<file path="src/rtl/vga_scanout.sv">
// VGA raster timing and pixel output stage sitting downstream of the sprite cluster.
// Define VGA_TEST_PATTERN_EN to add the test_en input and an 8-bar colour test pattern.
module vga_scanout #(
  parameter int H_ACTIVE      = 640,
  parameter int H_FP          = 16,
  parameter int H_SYNC        = 96,
  parameter int H_BP          = 48,
  parameter int V_ACTIVE      = 480,
  parameter int V_FP          = 10,
  parameter int V_SYNC        = 2,
  parameter int V_BP          = 33,
  parameter int CLK_DIV       = 4,
  parameter int PIXEL_LATENCY = 1,
  parameter int INT_WIDTH     = 16,
  parameter int COLOR_WIDTH   = 12
) (
  input  logic                   clk,
  input  logic                   rst,
`ifdef VGA_TEST_PATTERN_EN
  input  logic                   test_en,
`endif
  output logic [INT_WIDTH-1:0]   x,
  output logic [INT_WIDTH-1:0]   y,
  input  logic [COLOR_WIDTH-1:0] pixel,
  output logic [3:0]             vga_r,
  output logic [3:0]             vga_g,
  output logic [3:0]             vga_b,
  output logic                   hsync,
  output logic                   vsync,
  output logic                   frame_start
);

  localparam int H_TOTAL = H_ACTIVE + H_FP + H_SYNC + H_BP;
  localparam int V_TOTAL = V_ACTIVE + V_FP + V_SYNC + V_BP;
  localparam int HW      = $clog2(H_TOTAL);
  localparam int VW      = $clog2(V_TOTAL);
  localparam int PW      = $clog2(CLK_DIV);

  localparam logic [HW-1:0] H_ACT_END = HW'(H_ACTIVE);
  localparam logic [HW-1:0] HS_START  = HW'(H_ACTIVE + H_FP);
  localparam logic [HW-1:0] HS_END    = HW'(H_ACTIVE + H_FP + H_SYNC);
  localparam logic [HW-1:0] H_LAST    = HW'(H_TOTAL - 1);
  localparam logic [VW-1:0] V_ACT_END = VW'(V_ACTIVE);
  localparam logic [VW-1:0] VS_START  = VW'(V_ACTIVE + V_FP);
  localparam logic [VW-1:0] VS_END    = VW'(V_ACTIVE + V_FP + V_SYNC);
  localparam logic [VW-1:0] V_LAST    = VW'(V_TOTAL - 1);
  localparam logic [PW-1:0] P_LAST    = PW'(CLK_DIV - 1);

  // Sideband word delayed alongside the cluster latency: {[bar colour,] active, hs_n, vs_n}
`ifdef VGA_TEST_PATTERN_EN
  localparam int SB_W = 3 + COLOR_WIDTH;
`else
  localparam int SB_W = 3;
`endif
  localparam logic [SB_W-1:0] SB_IDLE = SB_W'(3'b011);

  logic [PW-1:0]          prescaler;
  logic [HW-1:0]          hcnt;
  logic [VW-1:0]          vcnt;
  logic                   tick;
  logic                   h_wrap;
  logic                   v_wrap;
  logic                   active_raw;
  logic                   hs_raw;
  logic                   vs_raw;
  logic [SB_W-1:0]        raw_sb;
  logic [SB_W-1:0]        tap_sb;
  logic [COLOR_WIDTH-1:0] colour;

`ifdef VGA_TEST_PATTERN_EN
  function automatic logic [COLOR_WIDTH-1:0] bar_color(input logic [2:0] idx);
    case (idx)
      3'd0:    bar_color = COLOR_WIDTH'(12'hFFF);
      3'd1:    bar_color = COLOR_WIDTH'(12'hFF0);
      3'd2:    bar_color = COLOR_WIDTH'(12'h0FF);
      3'd3:    bar_color = COLOR_WIDTH'(12'h0F0);
      3'd4:    bar_color = COLOR_WIDTH'(12'hF0F);
      3'd5:    bar_color = COLOR_WIDTH'(12'hF00);
      3'd6:    bar_color = COLOR_WIDTH'(12'h00F);
      default: bar_color = COLOR_WIDTH'(12'h000);
    endcase
  endfunction
`endif

  assign tick   = (prescaler == P_LAST);
  assign h_wrap = (hcnt == H_LAST);
  assign v_wrap = (vcnt == V_LAST);
  assign x      = INT_WIDTH'(hcnt);
  assign y      = INT_WIDTH'(vcnt);

  // Prescaler, raster counters and the frame_start pulse
  always_ff @(posedge clk) begin
    if (rst) begin
      prescaler   <= {PW{1'b0}};
      hcnt        <= {HW{1'b0}};
      vcnt        <= {VW{1'b0}};
      frame_start <= 1'b0;
    end else begin
      prescaler   <= tick ? {PW{1'b0}} : prescaler + PW'(1);
      frame_start <= tick && h_wrap && v_wrap;
      if (tick) begin
        hcnt <= h_wrap ? {HW{1'b0}} : hcnt + HW'(1);
        if (h_wrap) begin
          vcnt <= v_wrap ? {VW{1'b0}} : vcnt + VW'(1);
        end
      end
    end
  end

  // Raw per-coordinate blanking and sync state
  always_comb begin
    active_raw = (hcnt < H_ACT_END) && (vcnt < V_ACT_END);
    hs_raw     = !((hcnt >= HS_START) && (hcnt < HS_END));
    vs_raw     = !((vcnt >= VS_START) && (vcnt < VS_END));
  end

`ifdef VGA_TEST_PATTERN_EN
  assign raw_sb = {bar_color(x[9:7]), active_raw, hs_raw, vs_raw};
`else
  assign raw_sb = {active_raw, hs_raw, vs_raw};
`endif

  // The output register is the last latency stage, so only PIXEL_LATENCY-1 extra stages exist
  generate
    if (PIXEL_LATENCY == 1) begin : g_no_delay
      assign tap_sb = raw_sb;
    end else begin : g_delay
      logic [SB_W-1:0] sb_sr [PIXEL_LATENCY-1];

      // Sideband delay line advanced once per pixel tick
      always_ff @(posedge clk) begin
        if (rst) begin
          for (int i = 0; i < PIXEL_LATENCY - 1; i++) begin
            sb_sr[i] <= SB_IDLE;
          end
        end else if (tick) begin
          sb_sr[0] <= raw_sb;
          for (int i = 1; i < PIXEL_LATENCY - 1; i++) begin
            sb_sr[i] <= sb_sr[i-1];
          end
        end
      end

      assign tap_sb = sb_sr[PIXEL_LATENCY-2];
    end
  endgenerate

  // Colour source: cluster pixel, or the delayed bar colour in test mode
  always_comb begin
`ifdef VGA_TEST_PATTERN_EN
    if (test_en) begin
      colour = tap_sb[SB_W-1:3];
    end else begin
      colour = pixel;
    end
`else
    colour = pixel;
`endif
  end

  // VGA pin register, updated once per pixel tick
  always_ff @(posedge clk) begin
    if (rst) begin
      vga_r <= 4'h0;
      vga_g <= 4'h0;
      vga_b <= 4'h0;
      hsync <= 1'b1;
      vsync <= 1'b1;
    end else if (tick) begin
      {vga_r, vga_g, vga_b} <= tap_sb[2] ? colour : {COLOR_WIDTH{1'b0}};
      hsync                 <= tap_sb[1];
      vsync                 <= tap_sb[0];
    end
  end

endmodule

</file>
<file path="config.mk">
export PLATFORM = sky130hd
export DESIGN_NAME = vga_scanout
export DESIGN_NICKNAME = d
export VERILOG_FILES = /design/src/rtl/vga_scanout.sv
export SDC_FILE = /design/constraint.sdc
export NUM_CORES = 1
export LEC_CHECK = 0
export ABC_AREA = 1
export ABC_CLOCK_PERIOD_IN_PS = 2200
export CAP_MARGIN = 20
export CORE_ASPECT_RATIO = 1.25
export CORE_UTILIZATION = 50
export DETAILED_ROUTE_END_ITERATION = 8
export DONT_BUFFER_PORTS = 1
export GPL_TIMING_DRIVEN = 0
export MAX_ROUTING_LAYER = met4
export PLACE_DENSITY = 0.77
export SYNTH_ARGS = -nofsm -noshare
export SYNTH_HDL_FRONTEND = slang
export SYNTH_SLANG_ARGS = --single-unit
</file>
<file path="constraint.sdc">
create_clock -name clk -period 2.2 [get_ports clk]
set_input_delay 0.22 -clock clk [delete_from_list [all_inputs] [get_ports clk]]
set_output_delay 0.22 -clock clk [all_outputs]
set_load 0.02 [all_outputs]
</file>
==> results.md, run 1 <==
- Most common cell after layout, fill and taps aside: nand2_1
- IO Port Bufs: 0
- Post-Syn Area: 1940 um2
- Min cycle time layout: 1.66 ns
- IO Count: 61
- DRT iter0 DRCs: 62
- Fillcell total: 356
- FMAX: 604 MHz
- Clk slew on worst S/H paths: 0.08 ns
- RD Place Congestion: 0.884
- # diodes: 0
- Number of enable flip-flop cells after synthesis: 0
- Status: complete, but fails checks
- Placeable core region: 3600 um2
- Post-synthesis register bit count: 37
- Antenna Nets Post-Route: 0
- Slew @ Worst Pin: 0.547 ns
- Sw Pwr: 0.334 mW
- Largest net degree at the start of global routing: 14
- Yosys warns: 0
- Synth unique cells: 30
- Net count reported at finish: 307
- Fraction of power spent switching nets: 24.0%
- Final Cycle Share: 75.3%
- Worst EP required: 2.39 ns
- Via count: 1670
- Sequential area share after synthesis: 38.3%
- Postcts setup bufs: 0
- Clk sinks: 37
- Gr usage total: 20.3%
- Slew headroom: 63.6%
- Root Buffer: clkbuf_8
- Hold crit path type: input pin to register
- Final Cell Area: 2140 um2
- Placed Cells: 320
- Total CTS buffers: 5
- Synth Flop Type: dfxtp_1
- PostCTS Resize Cnt: 0
- Fin cells: 328
- Critical-path top delay cell: dfxtp_1
- Max-cap viol count: 0
- Final hold vios: 0
- Die span in x: 57.7 um
- Register share of total power: 50.9%
- Core Rows: 24
- Initial Util: 53.7%
- First-pass GRT wire length: 6.24 mm
- Initial antenna violation count: 0
- Crit end category: register
- Vias in the first global route: 1389
- Worst path most repeated cell: nor2_1
- WHS: 0.0701 ns
- Synth-to-Final Area Change: 10.6%
- Crit-path max FO: 9
- DR pass1 iterations: 6
- Finish-stage setup viols: 0
- Vias per inst: 5.09
- Clock Power Share: 42.9%
- Post-Syn Instances: 270
- Max clock buf depth: 2
- Detailed Place HPWL: 2.93 mm
- Final wirelength: 3.81 mm
- Leak: 0.923 nW
- Layout Skew: 0.00530 ns
- Logic gate share of total power: 6.2%
- Setup crit start kind: register
- Crit Path Class: register to register
- Hold Buf Count CTS: 0
- Drt wl/cell: 11.6 um
- Post-Syn Area per Cell: 7.17 um2
- Worst vdd ir: 0.421 mV
- Largest stage delay on the critical path: 0.51 ns
- Layout cells sized above 1: 17.3%
- RSZ-0062 raised after global routing: no
- H-tree levels: 2
- Grt ovf: 0
- Fin. max-slew vios: 0
- TritonCTS clock tree: done
- # DRC: 2
- Failing checks: DRC
- Die footprint: 4130 um2
- Crit-path cells: ha_1 -> nand2_2 -> nor2_4 -> nand4_4 -> nor2_1 -> nor2_2 -> nand2_1 -> nor2_1
- Die Y: 71.6 um
- Placed Area: 2030 um2
- Commonest non-fill, non-tap cells in the layout: nand2_1, dfxtp_1, inv_1, nor2_1, nand3_1
- Cell internal pwr: 1.05 mW
- Asr flop ratio synth: 0%
- Worst Path Arrival: 1.85 ns
- Worst-skew pair later-pin latency: 0.29 ns
- Power Dens Cells: 648 nW/um2
- Setup TNS: 0 ns
[per-stage QoR]
| stage | worst slack, ns | utilization (%) | power (mW) |
|---|---|---|---|
| floorplan | 0.705 | - | 0.796 |
| global placement | 0.562 | 56.2 | 0.808 |
| detailed placement | 0.556 | 56.2 | 0.809 |
| CTS | 0.535 | 59.4 | 1.40 |
| global route | 0.337 | 59.4 | 1.45 |
| finish | 0.544 | 59.4 | 1.39 |
[critical path, delay by kind of cell (launching register included)]
kind                       cells  cell delay (ns)
and+or+nand+nor                7             0.81
DFF                            1             0.51
adders and majority gates      1             0.25
[state kept, by name, indices dropped and copies added (netlist names)]
name	cells
hsync	1
vsync	1
prescaler	2
vga_b	4
frame_start	1
vcnt	10
vga_g	4
hcnt	10
vga_r	4
[area by class of cell]
class	instances	area, um2	share of cell area (%)
Clock buffer	5	68.8	3.21
Inverter	33	126	5.90
Sequential cell	37	741	34.6
Multi-Input combinational cell	192	975	45.5
Clock inverter	3	46.3	2.16
Tap cell	39	48.8	2.28
Buffer	19	135	6.31
[cells in the mapped netlist (3+ instances only)]
cell type  count  share of area (%)
nand3_1       15                3.9
buf_2          3               0.78
nand4_1        7                2.3
dfxtp_1       37                 38
nor2_1        24                4.7
nor3_1         7                1.8
a21oi_1        9                2.3
nor2_4         3                1.7
inv_2          5               0.97
nand2_1       68                 13
nor2_2         7                2.3
ha_1           5                3.2
o21ai_0        5                1.3
inv_1         27                5.2
nand2_2        4                1.3
o21ai_1       13                3.4
xor2_1         4                1.8
buf_4         14                5.4
[layer usage]
layer	vias to the layer above	global-route usage [%]	share of wire [%]
met5	-	-	0
met4	0	7.14	1.4
met3	6	6.50	8.3
met2	54	33.2	49
met1	736	23.2	41
li1	874	-	-
[worst paths after layout]
path                                           endpoint                    start  depth (start not counted)  slack, ns
worst min register to register  prescaler[0]$_SDFF_PP0_  prescaler[0]$_SDFF_PP0_                          1       0.44
worst min-delay path              vga_b[2]$_SDFFE_PP0N_                 pixel[2]                          2       0.07
worst max-delay path               vcnt[5]$_SDFFE_PP0P_     hcnt[0]$_SDFFE_PP0N_                          8       0.54
worst max register to register     vcnt[5]$_SDFFE_PP0P_     hcnt[0]$_SDFFE_PP0N_                          8       0.54
[power groups by stage]
stage	Clock [mW]	Combinational, mW	Sequential, mW
2_1_floorplan	0	0.0759	0.720
3_3_place_gp	0	0.0856	0.722
3_5_place_dp	0	0.0865	0.722
4_1_cts	0.608	0.0866	0.706
5_1_grt	0.644	0.0959	0.709
6_report	0.595	0.0866	0.706
[kinds of logic (layout without fill, tap and decap cells)]
logic type / after synthesis / after routing / share of synthesized area, %
adder cells (fa/ha/maj): 5 / 5 / 3.23
AND/OR/NAND/NOR: 140 / 140 / 34.6
AO/OA/AOI/OAI: 31 / 31 / 8.40
other: 1 / 12 / 0.194
buffers and inverters: 52 / 60 / 13.5
XOR/XNOR: 4 / 4 / 1.81
flip-flops: 37 / 37 / 38.3
(Power assumes the default switching activity.)
==> run 2, diff against run 1 <==
--- a/config.mk
+++ b/config.mk
@@ -6,7 +6,7 @@
 export NUM_CORES = 1
 export LEC_CHECK = 0
 export ABC_AREA = 1
-export ABC_CLOCK_PERIOD_IN_PS = 2200
+export ABC_CLOCK_PERIOD_IN_PS = 1550
 export CAP_MARGIN = 20
 export CORE_ASPECT_RATIO = 1.25
 export CORE_UTILIZATION = 50
==> constraint.sdc (replaced) <==
create_clock -name clk -period 1.55 [get_ports clk]
set_input_delay 0.155 -clock clk [delete_from_list [all_inputs] [get_ports clk]]
set_output_delay 0.155 -clock clk [all_outputs]
set_load 0.02 [all_outputs]
==> run 2 against run 1 <==
  * Highest routed layer unchanged
  * The run still ends with DRC left
  * Global-route usage grew 0.50 points
  * Core utilization grew 3.6 points
  * Sequential cell count is the same
  * Critical endpoint is now vcnt[3]$_SDFFE_PP0P_
  * Largest cell class unchanged
  * Largest power group unchanged
  * Register-to-register slack lost 0.47 ns
==> results.md, run 2 (synthesis gave the netlist of run 1 again) <==
- Status: complete, but fails checks
- Failing checks: DRC
- Via count: 1744
- Final hold vios: 0
- # diodes: 0
- IO Port Bufs: 0
- Multi-input gate area: 1010 um2
- RSZ-0062 raised after global routing: yes
- Biggest regs: hcnt x10, vcnt x10
- Final wirelength: 4.20 mm
- DRT iter0 DRCs: 84
- Layout Skew: 0.00397 ns
- IO Count: 61
- Grt ovf: 0
- Worst Path Arrival: 1.72 ns
- R2r startpoint: hcnt[0]$_SDFFE_PP0N_
- Hold crit path type: input pin to register
- Power Dens Cells: 879 nW/um2
- Leak: 0.969 nW
- H-tree levels: 2
- Layout cells sized above 1: 22.7%
- Placeable core region: 3600 um2
- Reg2reg path depth: 8
- Root Buffer: clkbuf_8
- DP Worst Slack: -0.0944 ns
- Clock Power Share: 42.8%
- Max clock buf depth: 2
- Cell internal pwr: 1.51 mW
- Fillcell total: 332
- Most common cell after layout, fill and taps aside: nand2_1
- Critical path origin: hcnt[0]$_SDFFE_PP0N_
- Sw Pwr: 0.491 mW
- # DRC: 2
- DR pass1 iterations: 6
- Register share of total power: 50.1%
- Core Rows: 24
- FMAX: 677 MHz
- Hold Path Depth: 2
- Placed Area: 2030 um2
- Reg2reg setup slack: 0.07 ns
- Worst vdd ir: 0.598 mV
- Slew headroom: 62.6%
- Vias in the first global route: 1407
- Max-cap viol count: 0
- Vias per inst: 5.16
- Crit end category: register
- Total CTS buffers: 5
- Logic gate share of total power: 7.1%
- Min cycle time layout: 1.48 ns
- RD Place Congestion: 0.884
- Worst-skew pair later-pin latency: 0.29 ns
- Antenna Nets Post-Route: 0
- Detailed Place HPWL: 2.93 mm
- Die Y: 71.6 um
- Gr usage total: 20.8%
- Final Cycle Share: 95.4%
- Hold path startpoint: pixel[8]
- Initial Util: 53.7%
- Fraction of power spent switching nets: 24.6%
- Drt wl/cell: 12.4 um
- WHS: 0.00465 ns
- Synth-to-Final Area Change: 17.3%
- Commonest non-fill, non-tap cells in the layout: nand2_1, dfxtp_1, inv_1, nor2_1, buf_4
- Clk sinks: 37
- First-pass GRT wire length: 6.36 mm
- Die span in x: 57.7 um
- Total power: 2.00 mW
- Final setup margin: 0.0719 ns
- Reg area: 756 um2
- Initial antenna violation count: 0
- Crit Path Class: register to register
- Fin. max-slew vios: 0
- Slew @ Worst Pin: 0.561 ns
- TritonCTS clock tree: done
- Net count reported at finish: 317
- Crit-path max FO: 5
- Final Cell Area: 2270 um2
- Setup crit start kind: register
- Worst EP required: 1.79 ns
- Die footprint: 4130 um2
- Finish-stage setup viols: 0
- Clk slew on worst S/H paths: 0.08 ns
- Largest net degree at the start of global routing: 14
run 2: changes by cell type in the layout (fill, tap and decap cells not counted), sizes merged:
cell / before / now
nand4: 8 / 9
dlygate4sd3: 0 / 4
clkbuf: 6 / 7
buf: 18 / 22
run 2: power groups by stage:
stage	clock network (mW)	registers, mW	logic (mW)
floorplan	0	1.02	0.108
global placement	0	1.02	0.122
detailed placement	0	1.02	0.123
CTS	0.863	1.00	0.129
global route	0.909	1.00	0.155
finish	0.854	1.00	0.142
run 2: routing by layer:
metal / vias up / track usage [%] / wire length (um)
met5: - / - / 0
met4: 0 / 7.14 / 54
met3: 6 / 6.50 / 287
met2: 58 / 34.1 / 2080
met1: 783 / 23.9 / 1780
li1: 897 / - / -
run 2: stage by stage:
stage	TNS (ns)	utilization (%)	cells
finish	0	63.0	338
global route	-0.0815	63.0	338
CTS	0	60.3	331
detailed placement	-0.632	56.2	320
global placement	-0.493	56.2	320
floorplan	0	-	281
run 2: path summary, 6_finish.rpt:
check                                                to
worst max register to register     vcnt[3]$_SDFFE_PP0P_
worst min register to register  prescaler[0]$_SDFF_PP0_
worst max-delay path               vcnt[3]$_SDFFE_PP0P_
worst min-delay path              vga_r[0]$_SDFFE_PP0N_
run 2: critical path, cell delays in order (launching register included):
cell,delay [ns]
dfxtp_4,0.42
ha_4,0.15
nand2_2,0.10
nor2_4,0.21
buf_4,0.14
nand4_2,0.11
o21ai_1,0.16
nand2_1,0.06
nor2_1,0.08
run 2: layout make-up:
class                      count  area share [%]
buffer                        19            6.06
inverter                      33            5.56
clock buffer                   5            3.03
tap                           39            2.15
timing repair buffer           9            3.42
sequential                    37            33.3
multi-input combinational    193            44.5
clock inverter                 3            2.04
run 2: repair_timing:
action / CTS / global route
cloned: 0 / 1
pin swaps: 0 / 4
hold buffers: 3 / 1
buffers inserted: 0 / 5
resized for setup: 2 / 14
endpoints found under the hold margin: 3 / 1
endpoints found under the setup margin: 15 / 26
